### src/rtl/if_id_stage_reg_if.sv
// if_id_stage_reg_if: IF->ID pipeline register bus.
// master (pipeline control / fetch side) drives stall, flush, cnt_clr and the *_f payload.
// slave (the register) returns the *_d payload, victim capture and performance counters.
interface if_id_stage_reg_if #(
  parameter int PC_W = 32,
  parameter int INSTR_W = 32,
  parameter int EXC_W = 5,
  parameter int CNT_W = 16
);
  logic stall, flush, cnt_clr;
  logic valid_f, bd_f;
  logic [PC_W-1:0] pc_f;
  logic [INSTR_W-1:0] instr_f;
  logic [EXC_W-1:0] exc_f;
  logic valid_d, bd_d;
  logic [PC_W-1:0] pc_d, pcplus4_d, pcplus8_d;
  logic [INSTR_W-1:0] instr_d;
  logic [EXC_W-1:0] exc_d;
  logic victim_valid, victim_bd;
  logic [PC_W-1:0] victim_pc;
  logic [CNT_W-1:0] stall_cnt, flush_cnt;
  modport master (
    output stall, flush, cnt_clr, valid_f, pc_f, instr_f, bd_f, exc_f,
    input valid_d, pc_d, pcplus4_d, pcplus8_d, instr_d, bd_d, exc_d,
    input victim_valid, victim_pc, victim_bd, stall_cnt, flush_cnt
  );
  modport slave (
    input stall, flush, cnt_clr, valid_f, pc_f, instr_f, bd_f, exc_f,
    output valid_d, pc_d, pcplus4_d, pcplus8_d, instr_d, bd_d, exc_d,
    output victim_valid, victim_pc, victim_bd, stall_cnt, flush_cnt
  );
endinterface

### src/rtl/if_id_stage_reg.sv
// if_id_stage_reg: IF->ID pipeline register with stall/flush, victim PC capture and perf counters.
// Ports: clk, reset (async, active-high), bus (slave side of if_id_stage_reg_if).
module if_id_stage_reg #(
  parameter int PC_W = 32,
  parameter int INSTR_W = 32,
  parameter int EXC_W = 5,
  parameter logic [PC_W-1:0] RESET_PC = 'h0000_3000,
  parameter logic [INSTR_W-1:0] NOP = '0,
  parameter int CNT_W = 16
) (
  input logic clk,
  input logic reset,
  if_id_stage_reg_if.slave bus
);
  logic valid, bd, victim_valid, victim_bd;
  logic [PC_W-1:0] pc, victim_pc;
  logic [INSTR_W-1:0] instr;
  logic [EXC_W-1:0] exc;
  logic [CNT_W-1:0] stall_cnt, flush_cnt;
  always_ff @(posedge clk or posedge reset) begin
    if (reset) begin
      valid <= 1'b0;
      pc <= RESET_PC;
      instr <= NOP;
      bd <= 1'b0;
      exc <= '0;
      victim_valid <= 1'b0;
      victim_pc <= '0;
      victim_bd <= 1'b0;
    end else if (bus.flush) begin
      // pc_d is kept so a later flush of an empty slot still shows the last fetch address
      valid <= 1'b0;
      instr <= NOP;
      bd <= 1'b0;
      exc <= '0;
      victim_valid <= valid;
      if (valid) begin
        victim_pc <= pc;
        victim_bd <= bd;
      end
    end else if (bus.stall) begin
      victim_valid <= 1'b0;
    end else begin
      valid <= bus.valid_f;
      pc <= bus.pc_f;
      instr <= bus.valid_f ? bus.instr_f : NOP;
      bd <= bus.bd_f & bus.valid_f;
      exc <= bus.exc_f;
      victim_valid <= 1'b0;
    end
  end
  // Counters saturate at all-ones; clear wins over increment.
  always_ff @(posedge clk or posedge reset) begin
    if (reset) begin
      stall_cnt <= '0;
      flush_cnt <= '0;
    end else if (bus.cnt_clr) begin
      stall_cnt <= '0;
      flush_cnt <= '0;
    end else begin
      if (bus.flush && valid && !(&flush_cnt)) flush_cnt <= flush_cnt + 1'b1;
      if (!bus.flush && bus.stall && valid && !(&stall_cnt)) stall_cnt <= stall_cnt + 1'b1;
    end
  end
  assign bus.valid_d = valid;
  assign bus.pc_d = pc;
  assign bus.pcplus4_d = pc + PC_W'(4);
  assign bus.pcplus8_d = pc + PC_W'(8);
  assign bus.instr_d = instr;
  assign bus.bd_d = bd;
  assign bus.exc_d = exc;
  assign bus.victim_valid = victim_valid;
  assign bus.victim_pc = victim_pc;
  assign bus.victim_bd = victim_bd;
  assign bus.stall_cnt = stall_cnt;
  assign bus.flush_cnt = flush_cnt;
endmodule

### src/flat_wrapper.sv
// flat-port wrapper written by rule: the top's interface ports become plain ports
module if_id_stage_reg_flat 
#(
  parameter int PC_W = 32,
  parameter int INSTR_W = 32,
  parameter int EXC_W = 5,
  parameter logic [PC_W-1:0] RESET_PC = 'h0000_3000,
  parameter logic [INSTR_W-1:0] NOP = '0,
  parameter int CNT_W = 16
)
  (clk, reset, bus_stall, bus_flush, bus_cnt_clr, bus_valid_f, bus_pc_f, bus_instr_f, bus_bd_f, bus_exc_f, bus_valid_d, bus_pc_d, bus_pcplus4_d, bus_pcplus8_d, bus_instr_d, bus_bd_d, bus_exc_d, bus_victim_valid, bus_victim_pc, bus_victim_bd, bus_stall_cnt, bus_flush_cnt);
  if_id_stage_reg_if #(.PC_W(PC_W), .INSTR_W(INSTR_W), .EXC_W(EXC_W), .CNT_W(CNT_W)) bus_i ();
  input logic clk;
  input logic reset;
  input wire logic [$bits(bus_i.stall)-1:0] bus_stall;
  input wire logic [$bits(bus_i.flush)-1:0] bus_flush;
  input wire logic [$bits(bus_i.cnt_clr)-1:0] bus_cnt_clr;
  input wire logic [$bits(bus_i.valid_f)-1:0] bus_valid_f;
  input wire logic [$bits(bus_i.pc_f)-1:0] bus_pc_f;
  input wire logic [$bits(bus_i.instr_f)-1:0] bus_instr_f;
  input wire logic [$bits(bus_i.bd_f)-1:0] bus_bd_f;
  input wire logic [$bits(bus_i.exc_f)-1:0] bus_exc_f;
  output wire logic [$bits(bus_i.valid_d)-1:0] bus_valid_d;
  output wire logic [$bits(bus_i.pc_d)-1:0] bus_pc_d;
  output wire logic [$bits(bus_i.pcplus4_d)-1:0] bus_pcplus4_d;
  output wire logic [$bits(bus_i.pcplus8_d)-1:0] bus_pcplus8_d;
  output wire logic [$bits(bus_i.instr_d)-1:0] bus_instr_d;
  output wire logic [$bits(bus_i.bd_d)-1:0] bus_bd_d;
  output wire logic [$bits(bus_i.exc_d)-1:0] bus_exc_d;
  output wire logic [$bits(bus_i.victim_valid)-1:0] bus_victim_valid;
  output wire logic [$bits(bus_i.victim_pc)-1:0] bus_victim_pc;
  output wire logic [$bits(bus_i.victim_bd)-1:0] bus_victim_bd;
  output wire logic [$bits(bus_i.stall_cnt)-1:0] bus_stall_cnt;
  output wire logic [$bits(bus_i.flush_cnt)-1:0] bus_flush_cnt;
  assign bus_i.stall = bus_stall;
  assign bus_i.flush = bus_flush;
  assign bus_i.cnt_clr = bus_cnt_clr;
  assign bus_i.valid_f = bus_valid_f;
  assign bus_i.pc_f = bus_pc_f;
  assign bus_i.instr_f = bus_instr_f;
  assign bus_i.bd_f = bus_bd_f;
  assign bus_i.exc_f = bus_exc_f;
  assign bus_valid_d = bus_i.valid_d;
  assign bus_pc_d = bus_i.pc_d;
  assign bus_pcplus4_d = bus_i.pcplus4_d;
  assign bus_pcplus8_d = bus_i.pcplus8_d;
  assign bus_instr_d = bus_i.instr_d;
  assign bus_bd_d = bus_i.bd_d;
  assign bus_exc_d = bus_i.exc_d;
  assign bus_victim_valid = bus_i.victim_valid;
  assign bus_victim_pc = bus_i.victim_pc;
  assign bus_victim_bd = bus_i.victim_bd;
  assign bus_stall_cnt = bus_i.stall_cnt;
  assign bus_flush_cnt = bus_i.flush_cnt;
  if_id_stage_reg #(.PC_W(PC_W), .INSTR_W(INSTR_W), .EXC_W(EXC_W), .RESET_PC(RESET_PC), .NOP(NOP), .CNT_W(CNT_W)) u_core (.clk(clk), .reset(reset), .bus(bus_i));
endmodule
### config.mk
export PLATFORM = sky130hd
export DESIGN_NAME = if_id_stage_reg_flat
export DESIGN_NICKNAME = d
export VERILOG_FILES = /design/src/rtl/if_id_stage_reg_if.sv /design/src/rtl/if_id_stage_reg.sv /design/src/flat_wrapper.sv
export SDC_FILE = /design/constraint.sdc
export NUM_CORES = 1
export LEC_CHECK = 0
export BUFFER_PORTS_ARGS = -buffer_cell sky130_fd_sc_hd__clkbuf_2
export CAP_MARGIN = 30
export CELL_PAD_IN_SITES_DETAIL_PLACEMENT = 1
export CELL_PAD_IN_SITES_GLOBAL_PLACEMENT = 1
export CORE_MARGIN = 8
export CORE_UTILIZATION = 37
export CTS_BUF_LIST = sky130_fd_sc_hd__clkbuf_4 sky130_fd_sc_hd__clkbuf_8
export CTS_CLUSTER_SIZE = 10
export DETAILED_ROUTE_END_ITERATION = 12
export PLACE_DENSITY = 0.91
export SLEW_MARGIN = 20
export SYNTH_ARGS = -nofsm -noshare
export SYNTH_HDL_FRONTEND = slang
export SYNTH_SLANG_ARGS = --single-unit
### constraint.sdc
create_clock -name clk -period 5.4 [get_ports clk]
set_input_delay 1.08 -clock clk [delete_from_list [all_inputs] [get_ports clk]]
set_output_delay 1.08 -clock clk [all_outputs]
set_load 0.03 [all_outputs]
## Word level (Yosys, flattened, before mapping)

Cells that the tools add are included.

- Word-level logic and storage cells: 46
- Register bits after elaboration: 137
- Output and inout bits: 201
- Input bits: 76

- Equal/unequal tests: 1
- Bitwise gates (word level): 3
- Reduce and logical (&&, ||, !) cells: 14
- Muxes and demuxes: 14
- Add/subtract/negate cells: 4

Operator list:

| operator | count |
|---|---|
| 32-bit 2-to-1 mux | 3 |
| 16-bit 2-to-1 mux | 4 |
| 16-bit by 1-bit adder with 16-bit output, second input constant | 2 |
| 32-bit by 3-bit adder with 32-bit output, second input constant | 1 |
| 32-bit by 4-bit adder with 32-bit output, second input constant | 1 |
| 16-bit AND reduction | 2 |
| 5-bit 2-to-1 mux | 2 |
| 1-bit logical AND | 5 |
| 1-bit 2-to-1 mux | 5 |
| 2-bit AND reduction | 2 |
| 2-bit nonzero test | 2 |
| 1-bit logical NOT | 3 |
| 2-bit by 1-bit != test with 1-bit output, second input constant | 1 |
| 1-bit NOT | 2 |
| 1-bit AND | 1 |

## Logic depth before layout (Yosys ltp)

Gate-level depths: netlist of the first run.

- Depth in word-level cells: 6
- Depth in mapped cells: 7
- Depth with buffers taken out: 5

## Least setup slack after synthesis of the first run

No wires, ideal clock.

- Path kind: register to output
- From: reg u_core.pc[4] (netlist: u_core.bus.pc_d[4])
- To: out bus_pcplus4_d[19]
- Stages on the path, launching flop included: 6
- Path buffers: 0
- Setup slack: 1.950 ns
- Data arrival time: 2.370 ns
- Required time: 4.320 ns
- Path through: dfrtp_1 ha_1 nand3_1 nor4_1 nand4_1 xnor2_1

- Word-level cells in the longest chain between the ends: 1

RTL lines:

| item | RTL line | RTL |
|---|---|---|
| start, declared | if_id_stage_reg.sv:16 | `logic [PC_W-1:0] pc, victim_pc;` |
| start signal, assigned | if_id_stage_reg.sv:45 | `pc <= bus.pc_f;` |
| 32-bit by 3-bit adder with 32-bit output | if_id_stage_reg.sv:67 | `assign bus.pcplus4_d = pc + PC_W'(4);` |
| end, declared | flat_wrapper.sv:25 | `output wire logic [$bits(bus_i.pcplus4_d)-1:0] bus_pcplus4_d;` |

Every way passes these cells.

## Final worst setup path of the first run

- From: reg u_core.pc[4] (netlist: u_core.bus.pc_d[4])
- To: out bus_pcplus4_d[17]

The elaborated chain is that of the path after synthesis.

==> flow_summary.toml, run 1 <==
[outcome]
status = "complete, no violations"

[setup_path]
worstSetupStartpointType = "flip-flop"
endpoint_kind = "primary output"
max_stage_delay_ps = 770
worstSetupPathType = "reg2out"
arrival_ps = 2890
required_ps = 4320
worstPathMaxFanout = 7
crit_chain = "ha_1, nand3_1, nor4_1, nand2_1, xnor2_1, clkbuf_2"
cp_slowest_cell = "nor4_1"

[clock_tree]
clock_latency_ps = 440
cts.hold.buffers_added = 0
cts_buffer_depth = 2
cts_setup_buffers = 0
root_buffer = "clkbuf_8"
cts_buffers = 17
htree_levels = 4
cts_tree = "yes"
path_clk_slew_ps = 90
cts_repair_resize_count = 0
cts.sinks = 137

[pwr]
powerDensity_mw_per_mm2 = 360
leakage_uw = 0.00414
irDropWorstVdd_mv = 0.189

[timing]
fin_crit_sh_pct = 73.6
rsz0062_at_grt = "false"
whs_ps = 494
slew_viol_final = 0
fmax_mhz = 252
hold_violations = 0
finalSetupViolations = 0
tightest_slew_ps = 863
fin_skew_ps = 12.8
final.min_clock_period_ps = 3970
setup_slack_ps = 1430
slew_headroom_pct = 42.0
timing.setup.tns_ps = 0

[routing]
wl_per_cell_um = 20.9
drc = 0
drt_iter0_markers = 316
drtPass1Iterations = 4
wl_um = 23300
drtAntennaViolNets = 0
via_count = 6023
vias_per_cell = 5.41

[cells_and_area]
drive_gt1_share_pct = 43.5
syn_to_final_growth_pct = 30.4
nets = 950
post-route-util_pct = 48.7

[logic_synthesis]
ys_types = 40
seq_area_frac_synth_pct = 51.9
ys_ff_latch = 137
syn_area_mm2 = 0.00661
syn-num-nets = 692
avgSynthCellArea_um2 = 10.8
synth.yosys.warnings = 0
syn_inst = 612

[worst_hold_path]
hp-class = "reg2reg"

[place]
gp_congestion = 0.928
dp_hpwl_um = 17700
dp_slack_ps = 1860
io_buffers = 276

[run]
cap_violations = 0

[floorplanning]
dieHeight_um = 150
core_region_area_mm2 = 0.0177
die_w_um = 150
dieArea_mm2 = 0.0224
rows = 49
start_util_pct = 37.3
ios = 277

[grt]
grt_pass1_vias = 6494
overflow = 0
antenna_found_initial = 1
grt_max_degree = 101
grt_first_pass_wirelength_um = 36300
track_usage_pct = 20.5
final cells by class:
type                    count  area [um^2]
flip-flops and latches    137         3430
inverters                  15         61.3
fillers                  2076         9100
diodes                      1         2.50
repair buffers            284         1490
clock buffers              17          234
well taps                 229          287
multi-input cells         415         2950
clock inverters            15          165
state kept, by name, summed over array words and instances (netlist names), 5 cells and up:
| name | flops |
|---|---|
| u_core.bus.flush_cnt | 16 |
| u_core.bus.stall_cnt | 16 |
| u_core.bus.pc_d | 32 |
| u_core.bus.exc_d | 5 |
| u_core.bus.victim_pc | 32 |
| u_core.bus.instr_d | 32 |
logic make-up (layout without fill, tap and decap cells):
kind of cell	after synthesis	count (layout)	synth area share, %
buffers and inverters	60	331	3.84
adder cells (fa/ha/maj)	4	4	0.757
flip-flops	137	137	51.9
AO/OA/AOI/OAI	101	101	10.2
XOR/XNOR	57	57	7.55
AND/OR/NAND/NOR	192	192	15.4
other	0	1	0
multiplexers	61	61	10.3
synthesized netlist by cell type, drive strengths merged:
cell	instances	area share, %
dfstp	2	0.80
a21oi	26	2.0
nand3	29	2.2
and4b	1	0.15
nand2	50	2.8
o21ai	24	1.8
o41ai	1	0.13
or4b	1	0.15
nand2b	2	0.19
o2111ai	1	0.13
and4	4	0.53
clkbuf	33	1.9
mux2	54	9.2
nand3b	1	0.30
nand4bb	1	0.17
and3	3	0.28
buf	12	1.1
or4	12	1.4
ha	4	0.76
nor2b	3	0.28
nor3	14	1.1
dfrtp	135	51
xnor2	33	4.4
nor4	11	1.2
xor2	24	3.2
or2	2	0.19
o31ai	15	1.7
nor2	26	1.5
or3	14	1.3
a31oi	1	0.095
mux2i	7	1.1
and2	1	0.095
a22o	33	4.4
nand4	17	1.6
inv	15	0.85
where the power goes:
| part | internal [uW] | total (uW) | switching (uW) | leakage (uW) |
|---|---|---|---|---|
| Combinational | 285 | 948 | 663 | 0.00218 |
| Clock | 420 | 862 | 442 | 0.000196 |
| Sequential | 1150 | 1290 | 145 | 0.00177 |
worst paths after layout:
check                                                startpoint                              endpoint  slack [ps]  depth (start not counted)
hold / removal             u_core.bus.victim_pc[26]$_DFFE_PP0P_  u_core.bus.victim_pc[26]$_DFFE_PP0P_         490                          2
max in group asynchronous                                 reset   u_core.bus.flush_cnt[2]$_DFFE_PP0P_        3530                          4
setup reg to reg            u_core.bus.stall_cnt[2]$_DFFE_PP0P_  u_core.bus.stall_cnt[15]$_DFFE_PP0P_        3250                          4
hold reg to reg            u_core.bus.victim_pc[26]$_DFFE_PP0P_  u_core.bus.victim_pc[26]$_DFFE_PP0P_         490                          2
setup / recovery                 u_core.bus.pc_d[4]$_DFFE_PP0P_                     bus_pcplus4_d[17]        1430                          6
min in group asynchronous                                 reset       u_core.bus.pc_d[16]$_DFFE_PP0P_         650                          2
worst max-delay path, delay by kind of cell (launching register included):
kind / cells / cell delay (ps)
adders and majority gates: 1 / 280
DFF: 1 / 480
buffers and inverters: 1 / 240
and+or+nand+nor: 3 / 1230
xor gates and xnor gates: 1 / 220
per-layer routing:
metal,vias to the layer above,global-route usage (%),routed length [um]
li1,2704,-,-
met1,3019,23.9,9120
met2,243,34.3,11600
met3,57,5.26,1620
met4,0,10.3,990
met5,-,0,0
cells in the final DEF, fill, tap and decap left out, drive strengths merged, types with 4 or more instances in the layout:
cell	instances
o31ai	15
nor4	11
clkinv	4
or4	12
a21oi	26
and4	4
mux2i	7
a22o	33
nand4	17
nand2	50
xnor2	33
or3	14
ha	4
buf	7
nand3	29
xor2	24
nor3	14
inv	21
dfrtp	135
mux2	54
clkbuf	294
nor2	26
o21ai	24
per-stage QoR:
step / cells / total power [uW] / instance area, um^2
2_1_floorplan: 612 / 1930 / 6610
3_3_place_gp: 1076 / 2230 / 8130
3_5_place_dp: 1077 / 2270 / 8160
4_1_cts: 1109 / 3140 / 8560
5_1_grt: 1113 / 3240 / 8620
6_report: 1113 / 3100 / 8620
(Power assumes the default switching activity.)
==> run 2: changes to the inputs <==
==> constraint.sdc (replaced) <==
create_clock -name clk -period 3.9 [get_ports clk]
set_input_delay 0.78 -clock clk [delete_from_list [all_inputs] [get_ports clk]]
set_output_delay 0.78 -clock clk [all_outputs]
set_load 0.03 [all_outputs]
==> run 2 against run 1 <==
  * Sequential power up 39%
  * Critical endpoint is now bus_pcplus8_d[18]
  * Register-to-register slack got worse by 1500 ps
  * Clock power is 25% higher
  * Total power is 35% higher
  * Largest power group unchanged
  * Flip-flop and latch count unchanged
  * Critical path depth shrank 1
  * Via count shrank 0.51%
==> flow_summary.toml, run 2 (same netlist as run 1, synthesis figures left out) <==
[pwr]
p_int_uw = 2460
p_switching_uw = 1710
totalPowerFinal_uw = 4180
p_sw_share_pct = 41.1
leakage_uw = 0.00413
clkPwrFrac_pct = 25.8
seqPwrFrac_pct = 42.8
irDropWorstVdd_mv = 0.252
powerDensity_mw_per_mm2 = 486
power_frac_comb_pct = 31.4

[clock_tree]
cts_buffer_depth = 2
cts.sinks = 137
cts_tree = "yes"
cts.hold.buffers_added = 0
cts_buffers = 17
clock_latency_ps = 440
path_clk_slew_ps = 90
cts_repair_resize_count = 0
htree_levels = 4
cts_setup_buffers = 0
root_buffer = "clkbuf_8"

[place]
dp.cells = 1083
io_buffers = 276
gp_congestion = 0.887
dp_slack_ps = 605
dp_hpwl_um = 17700
placed_area_mm2 = 0.00822

[cells_and_area]
instances_no_fill = 1117
nets = 954
layout_common_cells = "277 x clkbuf_2, 135 x dfrtp_1, 54 x mux2_2, 49 x nand2_1"
drive_gt1_share_pct = 43.7
syn_to_final_growth_pct = 30.0
mostFrequentLayoutCell = "clkbuf_2"
finish.instance_area_mm2 = 0.00859
final-seq-area_mm2 = 0.00343
num-fill-cells = 2063
multi_input_area_mm2 = 0.00295

[routing]
wl_per_cell_um = 20.5
via_count = 5992
drtPass1Iterations = 4
drt_iter0_markers = 253
drtAntennaViolNets = 0
drc = 0
wl_um = 22900
vias_per_cell = 5.36

[outcome]
status = "complete, no violations"

[grt]
grt_pass1_vias = 6334
track_usage_pct = 20.2
grt_max_degree = 50
antenna_found_initial = 2
overflow = 0
grt_first_pass_wirelength_um = 35600

[setup_path]
endpoint_kind = "primary output"
crit_chain = "nand4_1, nor4_2, nand3_1, xnor2_1, clkbuf_2"
r2r_start = "u_core.bus.valid_d$_DFFE_PP0P_"
worstPathMaxFanout = 9
max_stage_delay_ps = 870
worstSetupStartpointType = "flip-flop"
ff2ff_setup_slack_ps = 1740
arrival_ps = 2840
reg2reg_depth = 4
required_ps = 3120
cp_slowest_cell = "nor4_2"
rr_endpoint = "u_core.bus.stall_cnt[15]$_DFFE_PP0P_"
worstSetupPathType = "reg2out"

[floorplanning]
dieArea_mm2 = 0.0224
ios = 277
dieHeight_um = 150
rows = 49
die_w_um = 150
core_region_area_mm2 = 0.0177
start_util_pct = 37.3

[timing]
setup_slack_ps = 278
finalSetupViolations = 0
tightest_slew_ps = 854
timing.setup.tns_ps = 0
fin_crit_sh_pct = 92.9
final.min_clock_period_ps = 3620
fmax_mhz = 276
slew_viol_final = 0
rsz0062_at_grt = "false"
slew_headroom_pct = 42.6
fin_skew_ps = 16.2
hold_violations = 0

[worst_hold_path]
hp-class = "in2async"

[run]
cap_violations = 0
-- run 2: worst max-delay path by stage --
stage	start	end	cells after the start
global placement	u_core.bus.pc_d[4]$_DFFE_PP0P_	bus_pcplus8_d[21]	6
global route	u_core.bus.pc_d[7]$_DFFE_PP0P_	bus_pcplus8_d[18]	5
floorplan	u_core.bus.pc_d[4]$_DFFE_PP0P_	bus_pcplus4_d[19]	5
finish	u_core.bus.pc_d[6]$_DFFE_PP0P_	bus_pcplus8_d[18]	5
detailed placement	u_core.bus.pc_d[4]$_DFFE_PP0P_	bus_pcplus4_d[19]	6
CTS	u_core.bus.pc_d[4]$_DFFE_PP0P_	bus_pcplus4_d[19]	6
-- run 2: area by class of cell --
cell class | instances | share of cell area [%]
diodes | 1 | 0.0291
clock buffers | 19 | 3.04
clock inverters | 13 | 1.09
inverters | 15 | 0.699
multi-input cells | 415 | 34.3
flip-flops and latches | 137 | 39.9
well taps | 229 | 3.34
repair buffers | 288 | 17.5
-- run 2: power by group through the flow --
stage | combinational [uW] | clock (uW) | sequential (uW)
global route | 1390 | 1180 | 1810
floorplan | 592 | 0 | 2070
finish | 1310 | 1080 | 1790
global placement | 1300 | 0 | 1800
CTS | 1330 | 1110 | 1790
detailed placement | 1330 | 0 | 1810
-- run 2: metrics by stage --
step           hold slack, ps  util, %
3_3_place_gp              462     46.3
2_1_floorplan             657        -
5_1_grt                   322     48.5
6_report                  336     48.5
3_5_place_dp              481     46.4
4_1_cts                   326     48.4
-- run 2: layer usage --
layer  wire length [um]  global-route usage, %  vias up
met4                773                   9.24        2
li1                   -                      -     2717
met5                  8                      0        -
met1               9540                   25.0     3018
met2              11100                   32.2      207
met3               1480                   5.68       48
-- run 2: critical path, delay by kind of cell (launching register included) --
kind	cells	cell delay (ps)
xor+xnor	1	180
buf+inv	1	230
flops	1	530
simple gates	3	1460
==> run 3: changes to the inputs <==
--- a/config.mk
+++ b/config.mk
@@ -9,7 +9,7 @@
 export CAP_MARGIN = 30
 export CELL_PAD_IN_SITES_DETAIL_PLACEMENT = 1
 export CELL_PAD_IN_SITES_GLOBAL_PLACEMENT = 1
-export CORE_MARGIN = 8
+export CORE_MARGIN = 10
 export CORE_UTILIZATION = 37
 export CTS_BUF_LIST = sky130_fd_sc_hd__clkbuf_4 sky130_fd_sc_hd__clkbuf_8
 export CTS_CLUSTER_SIZE = 10
==> run 3 against run 2 <==
  * Count of clock-buffer cells in the layout decreased by 2
  * Via count fell by 1.8%
  * Largest power group unchanged
  * Cell count down 0.63%
  * Worst setup slack improved by 130 ps
  * Combinational power hardly changed
  * Clock power is essentially flat
  * Critical path depth rose by 2
  * Sequential share of layout area about the same
  * Flip-flop and latch count stayed put
==> flow_summary.toml, run 3 (same netlist as run 1, synthesis figures left out) <==
[outcome]
status = "complete, no violations"

[place]
placed_area_mm2 = 0.00821
dp_hpwl_um = 18200
io_buffers = 276
gp_congestion = 0.891
dp.cells = 1080
dp_slack_ps = 865

[clock_tree]
cts.hold.buffers_added = 0
cts_buffers = 17
cts.sinks = 137
cts_setup_buffers = 0
cts_repair_resize_count = 0
root_buffer = "clkbuf_8"
cts_buffer_depth = 2
htree_levels = 4
cts_tree = "yes"
path_clk_slew_ps = 80
clock_latency_ps = 430

[cells_and_area]
drive_gt1_share_pct = 43.6
syn_to_final_growth_pct = 30.1
finish.instance_area_mm2 = 0.00860
nets = 955
diodes = 0
instances_no_fill = 1110
layout_common_cells = "276 x clkbuf_2, 135 x dfrtp_1, 54 x mux2_2, 49 x nand2_1"
mostFrequentLayoutCell = "clkbuf_2"

[floorplanning]
rows = 48
die_w_um = 154
start_util_pct = 37.9
dieHeight_um = 154
ios = 277
core_region_area_mm2 = 0.0174
dieArea_mm2 = 0.0236

[routing]
drtAntennaViolNets = 0
drc = 0
drtPass1Iterations = 4
vias_per_cell = 5.30
drt_iter0_markers = 197
via_count = 5884
wl_um = 23300
wl_per_cell_um = 21.0

[setup_path]
required_ps = 3120
cp_slowest_cell = "nor4_1"
endpoint_kind = "primary output"
crit_chain = "ha_1, nand3_1, nor4_1, buf_4, nor2b_1, xnor2_1, clkbuf_2"
ff2ff_setup_slack_ps = 1770
worstSetupStartpointType = "flip-flop"
worstPathMaxFanout = 7
worstSetupPathType = "reg2out"
arrival_ps = 2720
max_stage_delay_ps = 480

[grt]
track_usage_pct = 19.3
busiest_layer = "met2"
overflow = 0
antenna_found_initial = 0
grt_first_pass_wirelength_um = 37000
grt_max_degree = 74
gr-usage-met1_pct = 23.9
grt_pass1_vias = 6449
use_met2_pct = 31.8
grt_util_met3_pct = 5.02

[timing]
finalSetupViolations = 0
fin_skew_ps = 10.7
fmax_mhz = 286
tightest_slew_ps = 796
timing.setup.tns_ps = 0
setup_slack_ps = 404
slew_headroom_pct = 46.5
hold_violations = 0
slew_viol_final = 0
rsz0062_at_grt = "false"
final.min_clock_period_ps = 3500
fin_crit_sh_pct = 89.7

[pwr]
powerDensity_mw_per_mm2 = 491
leakage_uw = 0.00414
irDropWorstVdd_mv = 0.280
totalPowerFinal_uw = 4220

[worst_hold_path]
hp-class = "in2async"

[run]
cap_violations = 0
==> run 3: changes by cell type in the layout (fill, tap and decap cells not counted), sizes merged <==
cell,change
diode,-1
clkbuf,-3
inv,-3
buf,+2
bufinv,+2
==> run 3: layout make-up <==
type | count | area (um^2)
fill | 2069 | 8820
sequential | 137 | 3430
multi-input combinational | 415 | 2950
timing repair buffer | 289 | 1510
tap | 225 | 282
clock buffer | 17 | 234
clock inverter | 12 | 131
inverter | 15 | 60.1
==> run 3: final timing paths <==
path / startpoint / endpoint / cells past startpoint
worst max-delay path: u_core.bus.pc_d[4]$_DFFE_PP0P_ / bus_pcplus8_d[21] / 7
worst min-delay path: reset / u_core.bus.instr_d[6]$_DFFE_PP0P_ / 2
worst max register to register: u_core.bus.valid_d$_DFFE_PP0P_ / u_core.bus.stall_cnt[15]$_DFFE_PP0P_ / 4
worst min register to register: u_core.bus.victim_pc[29]$_DFFE_PP0P_ / u_core.bus.victim_pc[29]$_DFFE_PP0P_ / 2
max in group asynchronous: reset / u_core.bus.pc_d[13]$_DFFE_PP1P_ / 4
min in group clk: u_core.bus.victim_pc[29]$_DFFE_PP0P_ / u_core.bus.victim_pc[29]$_DFFE_PP0P_ / 2
==> run 3: layer usage <==
layer | up-vias | routed length (um) | part of all wire, %
met2 | 194 | 11400 | 49
met3 | 37 | 1360 | 5.8
met1 | 2934 | 10000 | 43
met5 | - | 0 | 0
met4 | 0 | 572 | 2.5
li1 | 2719 | - | -
==> run 3: where the power goes <==
part	total [uW]	switching, uW	internal [uW]
registers	1780	192	1590
logic	1330	930	395
clock network	1110	557	555
total	4220	1680	2540
==> run 3: metrics by stage <==
| step | utilization, % | hold slack, ps |
|---|---|---|
| 3_3_place_gp | 47.0 | 463 |
| 6_report | 49.4 | 261 |
| 4_1_cts | 49.2 | 487 |
| 2_1_floorplan | - | 657 |
| 3_5_place_dp | 47.1 | 470 |
| 5_1_grt | 49.4 | 243 |
==> run 3: critical path, delay by kind of cell, from the launching register on <==
kind	cells	cell delay [ps]
buffers and inverters	2	460
XOR/XNOR	1	130
AND/OR/NAND/NOR	3	940
flip-flops	1	470
adder cells (fa/ha/maj)	1	280
